`src/rtl/gpio_serial_loader.sv`:
```
// Serial loader for the two GPIO pad-control shift chains: fetches each pad's config
// word, shifts both chains MSB-first in parallel, then strobes serial_load.
module gpio_serial_loader #(
  parameter int AREA1PADS  = 19,
  parameter int TOTAL_PADS = 38,
  parameter int CFG_BITS   = 13,
  parameter int CLK_DIV    = 2
) (
  input  logic                wb_clk_i,
  input  logic                wb_rstn_i,
  input  logic                start,
  output logic                busy,
  output logic                done,
  output logic [5:0]          cfg_addr_1,
  input  logic [CFG_BITS-1:0] cfg_data_1,
  output logic [5:0]          cfg_addr_2,
  input  logic [CFG_BITS-1:0] cfg_data_2,
  output logic                serial_clock,
  output logic                serial_load,
  output logic                serial_data_1,
  output logic                serial_data_2
);

  localparam int A2   = TOTAL_PADS - AREA1PADS;
  localparam int N    = (AREA1PADS > A2) ? AREA1PADS : A2;
  localparam int K_W  = (N > 1) ? $clog2(N) : 1;
  localparam int PH_W = $clog2(2 * CLK_DIV);
  localparam int B_W  = (CFG_BITS > 1) ? $clog2(CFG_BITS) : 1;

  localparam logic [K_W-1:0]  K_LAST  = K_W'(N - 1);
  localparam logic [K_W-1:0]  K_ONE   = K_W'(1);
  localparam logic [K_W-1:0]  K_ZERO  = K_W'(0);
  localparam logic [PH_W-1:0] PH_LAST = PH_W'(2 * CLK_DIV - 1);
  localparam logic [PH_W-1:0] PH_HALF = PH_W'(CLK_DIV);
  localparam logic [PH_W-1:0] PH_ONE  = PH_W'(1);
  localparam logic [PH_W-1:0] PH_ZERO = PH_W'(0);
  localparam logic [B_W-1:0]  B_LAST  = B_W'(CFG_BITS - 1);
  localparam logic [B_W-1:0]  B_ONE   = B_W'(1);
  localparam logic [B_W-1:0]  B_ZERO  = B_W'(0);

  typedef enum logic [1:0] {
    S_IDLE  = 2'd0,
    S_FETCH = 2'd1,
    S_SHIFT = 2'd2,
    S_LOAD  = 2'd3
  } state_t;

  // Word index runs from the far end down so the far-end pad is sent first.
  function automatic int word_idx(input logic [K_W-1:0] k);
    return N - 1 - int'(k);
  endfunction

  function automatic logic pad1_valid(input logic [K_W-1:0] k);
    return word_idx(k) < AREA1PADS;
  endfunction

  function automatic logic pad2_valid(input logic [K_W-1:0] k);
    return word_idx(k) < A2;
  endfunction

  function automatic logic [5:0] addr1(input logic [K_W-1:0] k);
    return pad1_valid(k) ? 6'(word_idx(k)) : 6'd0;
  endfunction

  function automatic logic [5:0] addr2(input logic [K_W-1:0] k);
    return pad2_valid(k) ? 6'(TOTAL_PADS - 1 - word_idx(k)) : 6'd0;
  endfunction

  state_t              state_q, state_d;
  logic [K_W-1:0]      k_q, k_d;
  logic [PH_W-1:0]     ph_q, ph_d;
  logic [B_W-1:0]      bit_q, bit_d;
  logic [CFG_BITS-1:0] sr1_q, sr1_d, sr2_q, sr2_d;
  logic                busy_q, busy_d, done_q, done_d;
  logic                sclk_q, sclk_d, sload_q, sload_d;
  logic                sd1_q, sd1_d, sd2_q, sd2_d;
  logic [5:0]          addr1_q, addr1_d, addr2_q, addr2_d;

  always_comb begin
    state_d = state_q;
    k_d     = k_q;
    ph_d    = ph_q;
    bit_d   = bit_q;
    sr1_d   = sr1_q;
    sr2_d   = sr2_q;
    done_d  = 1'b0;
    case (state_q)
      S_IDLE: begin
        if (start) begin
          state_d = S_FETCH;
          k_d     = K_ZERO;
        end else begin
          state_d = S_IDLE;
        end
      end
      S_FETCH: begin
        sr1_d   = pad1_valid(k_q) ? cfg_data_1 : {CFG_BITS{1'b0}};
        sr2_d   = pad2_valid(k_q) ? cfg_data_2 : {CFG_BITS{1'b0}};
        ph_d    = PH_ZERO;
        bit_d   = B_ZERO;
        state_d = S_SHIFT;
      end
      S_SHIFT: begin
        if (ph_q == PH_LAST) begin
          ph_d  = PH_ZERO;
          sr1_d = sr1_q << 1;
          sr2_d = sr2_q << 1;
          if (bit_q == B_LAST) begin
            bit_d = B_ZERO;
            if (k_q == K_LAST) begin
              state_d = S_LOAD;
            end else begin
              k_d     = k_q + K_ONE;
              state_d = S_FETCH;
            end
          end else begin
            bit_d = bit_q + B_ONE;
          end
        end else begin
          ph_d = ph_q + PH_ONE;
        end
      end
      S_LOAD: begin
        if (ph_q == PH_LAST) begin
          ph_d    = PH_ZERO;
          state_d = S_IDLE;
          done_d  = 1'b1;
        end else begin
          ph_d = ph_q + PH_ONE;
        end
      end
      default: begin
        state_d = S_IDLE;
      end
    endcase
  end

  // Outputs are decoded from next-state values so they leave the flops glitch-free.
  always_comb begin
    busy_d  = (state_d != S_IDLE);
    sclk_d  = (state_d == S_SHIFT) && (ph_d >= PH_HALF);
    sload_d = (state_d == S_LOAD) && (ph_d < PH_HALF);
    sd1_d   = (state_d == S_SHIFT) ? sr1_d[CFG_BITS-1] : 1'b0;
    sd2_d   = (state_d == S_SHIFT) ? sr2_d[CFG_BITS-1] : 1'b0;
    addr1_d = (state_d == S_FETCH) ? addr1(k_d) : 6'd0;
    addr2_d = (state_d == S_FETCH) ? addr2(k_d) : 6'd0;
  end

  always_ff @(posedge wb_clk_i or negedge wb_rstn_i) begin
    if (!wb_rstn_i) begin
      state_q <= S_IDLE;
      k_q     <= K_ZERO;
      ph_q    <= PH_ZERO;
      bit_q   <= B_ZERO;
      sr1_q   <= {CFG_BITS{1'b0}};
      sr2_q   <= {CFG_BITS{1'b0}};
      busy_q  <= 1'b0;
      done_q  <= 1'b0;
      sclk_q  <= 1'b0;
      sload_q <= 1'b0;
      sd1_q   <= 1'b0;
      sd2_q   <= 1'b0;
      addr1_q <= 6'd0;
      addr2_q <= 6'd0;
    end else begin
      state_q <= state_d;
      k_q     <= k_d;
      ph_q    <= ph_d;
      bit_q   <= bit_d;
      sr1_q   <= sr1_d;
      sr2_q   <= sr2_d;
      busy_q  <= busy_d;
      done_q  <= done_d;
      sclk_q  <= sclk_d;
      sload_q <= sload_d;
      sd1_q   <= sd1_d;
      sd2_q   <= sd2_d;
      addr1_q <= addr1_d;
      addr2_q <= addr2_d;
    end
  end

  assign busy          = busy_q;
  assign done          = done_q;
  assign serial_clock  = sclk_q;
  assign serial_load   = sload_q;
  assign serial_data_1 = sd1_q;
  assign serial_data_2 = sd2_q;
  assign cfg_addr_1    = addr1_q;
  assign cfg_addr_2    = addr2_q;

endmodule

```
`config.mk`:
```
export PLATFORM = sky130hd
export DESIGN_NAME = gpio_serial_loader
export DESIGN_NICKNAME = d
export VERILOG_FILES = /design/src/rtl/gpio_serial_loader.sv
export SDC_FILE = /design/constraint.sdc
export NUM_CORES = 1
export LEC_CHECK = 0
export BUFFER_PORTS_ARGS = -buffer_cell sky130_fd_sc_hd__buf_2
export CAP_MARGIN = 20
export CORE_ASPECT_RATIO = 0.5
export CORE_MARGIN = 10
export CORE_UTILIZATION = 45
export CTS_CLUSTER_DIAMETER = 100
export CTS_CLUSTER_SIZE = 8
export DETAILED_ROUTE_END_ITERATION = 7
export GPL_TIMING_DRIVEN = 0
export PLACE_DENSITY = 0.66
export SLEW_MARGIN = 20
export SYNTH_ARGS = -nofsm -noshare
export SYNTH_HDL_FRONTEND = slang
export SYNTH_SLANG_ARGS = --single-unit
```
`constraint.sdc`:
```
create_clock -name wb_clk_i -period 5.3 [get_ports wb_clk_i]
set_input_delay 0.265 -clock wb_clk_i [delete_from_list [all_inputs] [get_ports wb_clk_i]]
set_output_delay 0.265 -clock wb_clk_i [all_outputs]
set_load 0.1 [all_outputs]
```
==> results.ini <==
[timing]
hold_viol=0
rsz0062_at_grt=false
setup_violations=0
fin_skew_ns=0.005660
slew_headroom_pct=42.70
slew_violations=0
timing.fmax_mhz=225.2
worst_slack_ns=0.8599
fin_setup_tns_ns=0
tightestPinTransition_ns=0.8568
fin_crit_ns=4.440
period_share_pct=83.78
holdWs_ns=0.007616

[worst_setup_path]
cp.required_ns=5.53
r2r-end=cfg_addr_2[4]$_DFF_PN0_
critPathLaunchType=flop
arrival_ns=4.67
crit_path_end_kind=flop
reg2reg_from=state_q[0]$_DFF_PN0_
ff2ff_path_depth=17
path_class=flop to flop
r2r_slack_ns=0.86
cp_max_fo=9

[floorplan]
initial_core_util_pct=46.52
fp.dieArea_um2=10050
ioPinCount=47
die_x_um=132.1
core_um2=6081
num_rows=20
fp.dieH_um=76.07

[drt]
vias=2360
wl_um=6663
drt-initial-drc-count=146
drc=0
drt_pass1_iterations=5
avgViaCountPerCell=5.438
avgRoutedWirePerCell_um=15.35
ant_nets=0

[grt]
grt_pass1_vias=2366
grt_pass1_wl_um=11460
grt_overflow=0
grtUsageTotal_pct=13.67
grt_max_degree=57
antenna_found_initial=0

[yosys]
synthMuxAreaShare_pct=1.061
ys.flop_type=dfrtp_1
synth_edf_count=0
synth_nets=335
synth-seq-cells=56
synth_warnings=0
synth_simple_gate_area_share_pct=16.59
syn_inst=292
synth_compound_area_share_pct=21.19
synthXorXnorAreaFrac_pct=0
syn_avg_cell_area_um2=9.688
synth_area_um2=2829
synth_top_family_by_area=compound AO/OA/AOI/OAI gates
synthAdderAreaFrac_pct=6.192
synth_top_area_share_pct=49.54
yosys-top-cells-area=dfrtp_1 (50%), ha_1 (6.2%), a22oi_1 (6.1%)
synth_cell_type_count=48
ys_seq_area_share_pct=49.54
async_flop_share_pct=100.0
yosysTopAreaCell=dfrtp_1

[run_status]
status=complete, no violations

[clock_network]
cts_resized=0
post-cts-setup-buffers=0
cts_hold_buffers=0
cts_max_level=2
insertion_delay_ns=0.30
cts_num_sinks=56
root_buffer=clkbuf_16
cts_buffer_depth=2
clk_pin_slew_ns=0.07
cts_tree=yes
numCtsBuffers=5

[layout]
final_cell_mix=dfrtp_1 (56), buf_2 (45), nand2_1 (41), o21ai_0 (32), a22oi_1 (23)
drive_gt1_share_pct=18.50
area_growth_pct=18.84
num_antenna_cells=0
nets=388
final_common_cell=dfrtp_1

[power]
ir_drop_mv=0.1976
power.leakage_nw=1.653
power_density_nw_per_um2=518.7

[placement]
dp_slack_ns=0.9529
dp_hpwl_um=4775
routabilityCongestion=0.8132
port_buffers=46

[run]
maxCapViolations=0

[worst_hold_path]
min_path_type=input pin to asynchronous set/reset pin

[flip-flops by register name (all words and copies together), names as in the netlist, 2 cells and up]
signal / count
state_q: 2
cfg_addr_1: 5
bit_q: 4
sr2_q: 13
sr1_q: 13
cfg_addr_2: 6
ph_q: 2
k_q: 5
[per-layer routing]
layer	track usage, %	wire, um	part of all wire (%)	vias up
met4	5.629	114	1.7	0
li1	-	-	-	1145
met1	16.90	3075	46	1145
met2	20.68	2958	44	62
met3	5.592	514	7.7	8
met5	0	0	0	-
[cell usage after synthesis, drive strengths merged (2+ instances only)]
cell type and instances:
ha 14, o211ai 6, nor2 10, nand3 4
and3b 3, buf 4, nand2b 4, and2 3
o21ai 33, a31oi 2, or3 2, nor3 4
dfrtp 56, and3 8, a21oi 11, o31ai 2
nor3b 2, a211oi 3, nand2 41, clkbuf 15
mux2i 3, a22oi 23, inv 17
[critical path, stage by stage, from the launching register on]
cell,delay [ns]
dfrtp_1,0.43
inv_1,0.12
ha_1,0.16
clkbuf_1,0.30
inv_1,0.21
o32ai_1,0.80
ha_1,0.26
inv_1,0.05
and4_4,0.14
buf_6,0.12
and3_1,0.18
o21bai_1,0.15
a21oi_1,0.17
ha_1,0.26
or3_1,0.38
clkbuf_1,0.17
or3_1,0.34
mux2i_1,0.14
[kinds of logic (layout without fill, tap and decap cells)]
| kind of cell | Yosys count | after routing |
|---|---|---|
| AOI/OAI and AO/OA | 92 | 92 |
| and+or+nand+nor | 91 | 91 |
| DFF | 56 | 56 |
| buffers and inverters | 36 | 90 |
| adders and majority gates | 14 | 14 |
| muxes | 3 | 3 |
[final cells by class]
type	instances	area [um^2]
fillers	586	2719
flip-flops and latches	56	1401
multi-input cells	200	1281
repair buffers	46	232.7
clock buffers	7	152.6
well taps	88	110.1
plain buffers	19	90.09
inverters	17	63.81
clock inverters	1	30.03
[where the power goes]
| part | leakage, nW | total, mW | internal (mW) | switching, mW |
|---|---|---|---|---|
| combinational | 0.801 | 0.760 | 0.203 | 0.557 |
| clock | 0.0901 | 0.401 | 0.249 | 0.152 |
| sequential | 0.762 | 0.582 | 0.521 | 0.0616 |
[worst max-delay path by stage]
| stage | start | to | slack (ns) | cells after the start |
|---|---|---|---|---|
| global placement | ph_q[0]$_DFF_PN0_ | cfg_addr_2[4]$_DFF_PN0_ | 0.83 | 16 |
| finish | state_q[0]$_DFF_PN0_ | cfg_addr_2[4]$_DFF_PN0_ | 0.86 | 17 |
| global route | state_q[0]$_DFF_PN0_ | cfg_addr_2[4]$_DFF_PN0_ | 0.57 | 16 |
| CTS | state_q[0]$_DFF_PN0_ | cfg_addr_2[4]$_DFF_PN0_ | 0.89 | 17 |
| floorplan | state_q[0]$_DFF_PN0_ | cfg_addr_2[4]$_DFF_PN0_ | 1.54 | 18 |
| detailed placement | state_q[0]$_DFF_PN0_ | cfg_addr_2[4]$_DFF_PN0_ | 0.95 | 17 |
[stage by stage]
stage / instance area (um^2) / util [%] / cells / power [mW]
2_1_floorplan: 2829 / - / 292 / 1.166
3_3_place_gp: 3169 / 52.12 / 426 / 1.322
3_5_place_dp: 3179 / 52.28 / 426 / 1.345
4_1_cts: 3362 / 55.29 / 434 / 1.755
5_1_grt: 3362 / 55.29 / 434 / 1.866
6_report: 3362 / 55.29 / 434 / 1.744
Power figures use the tool's default switching activity.
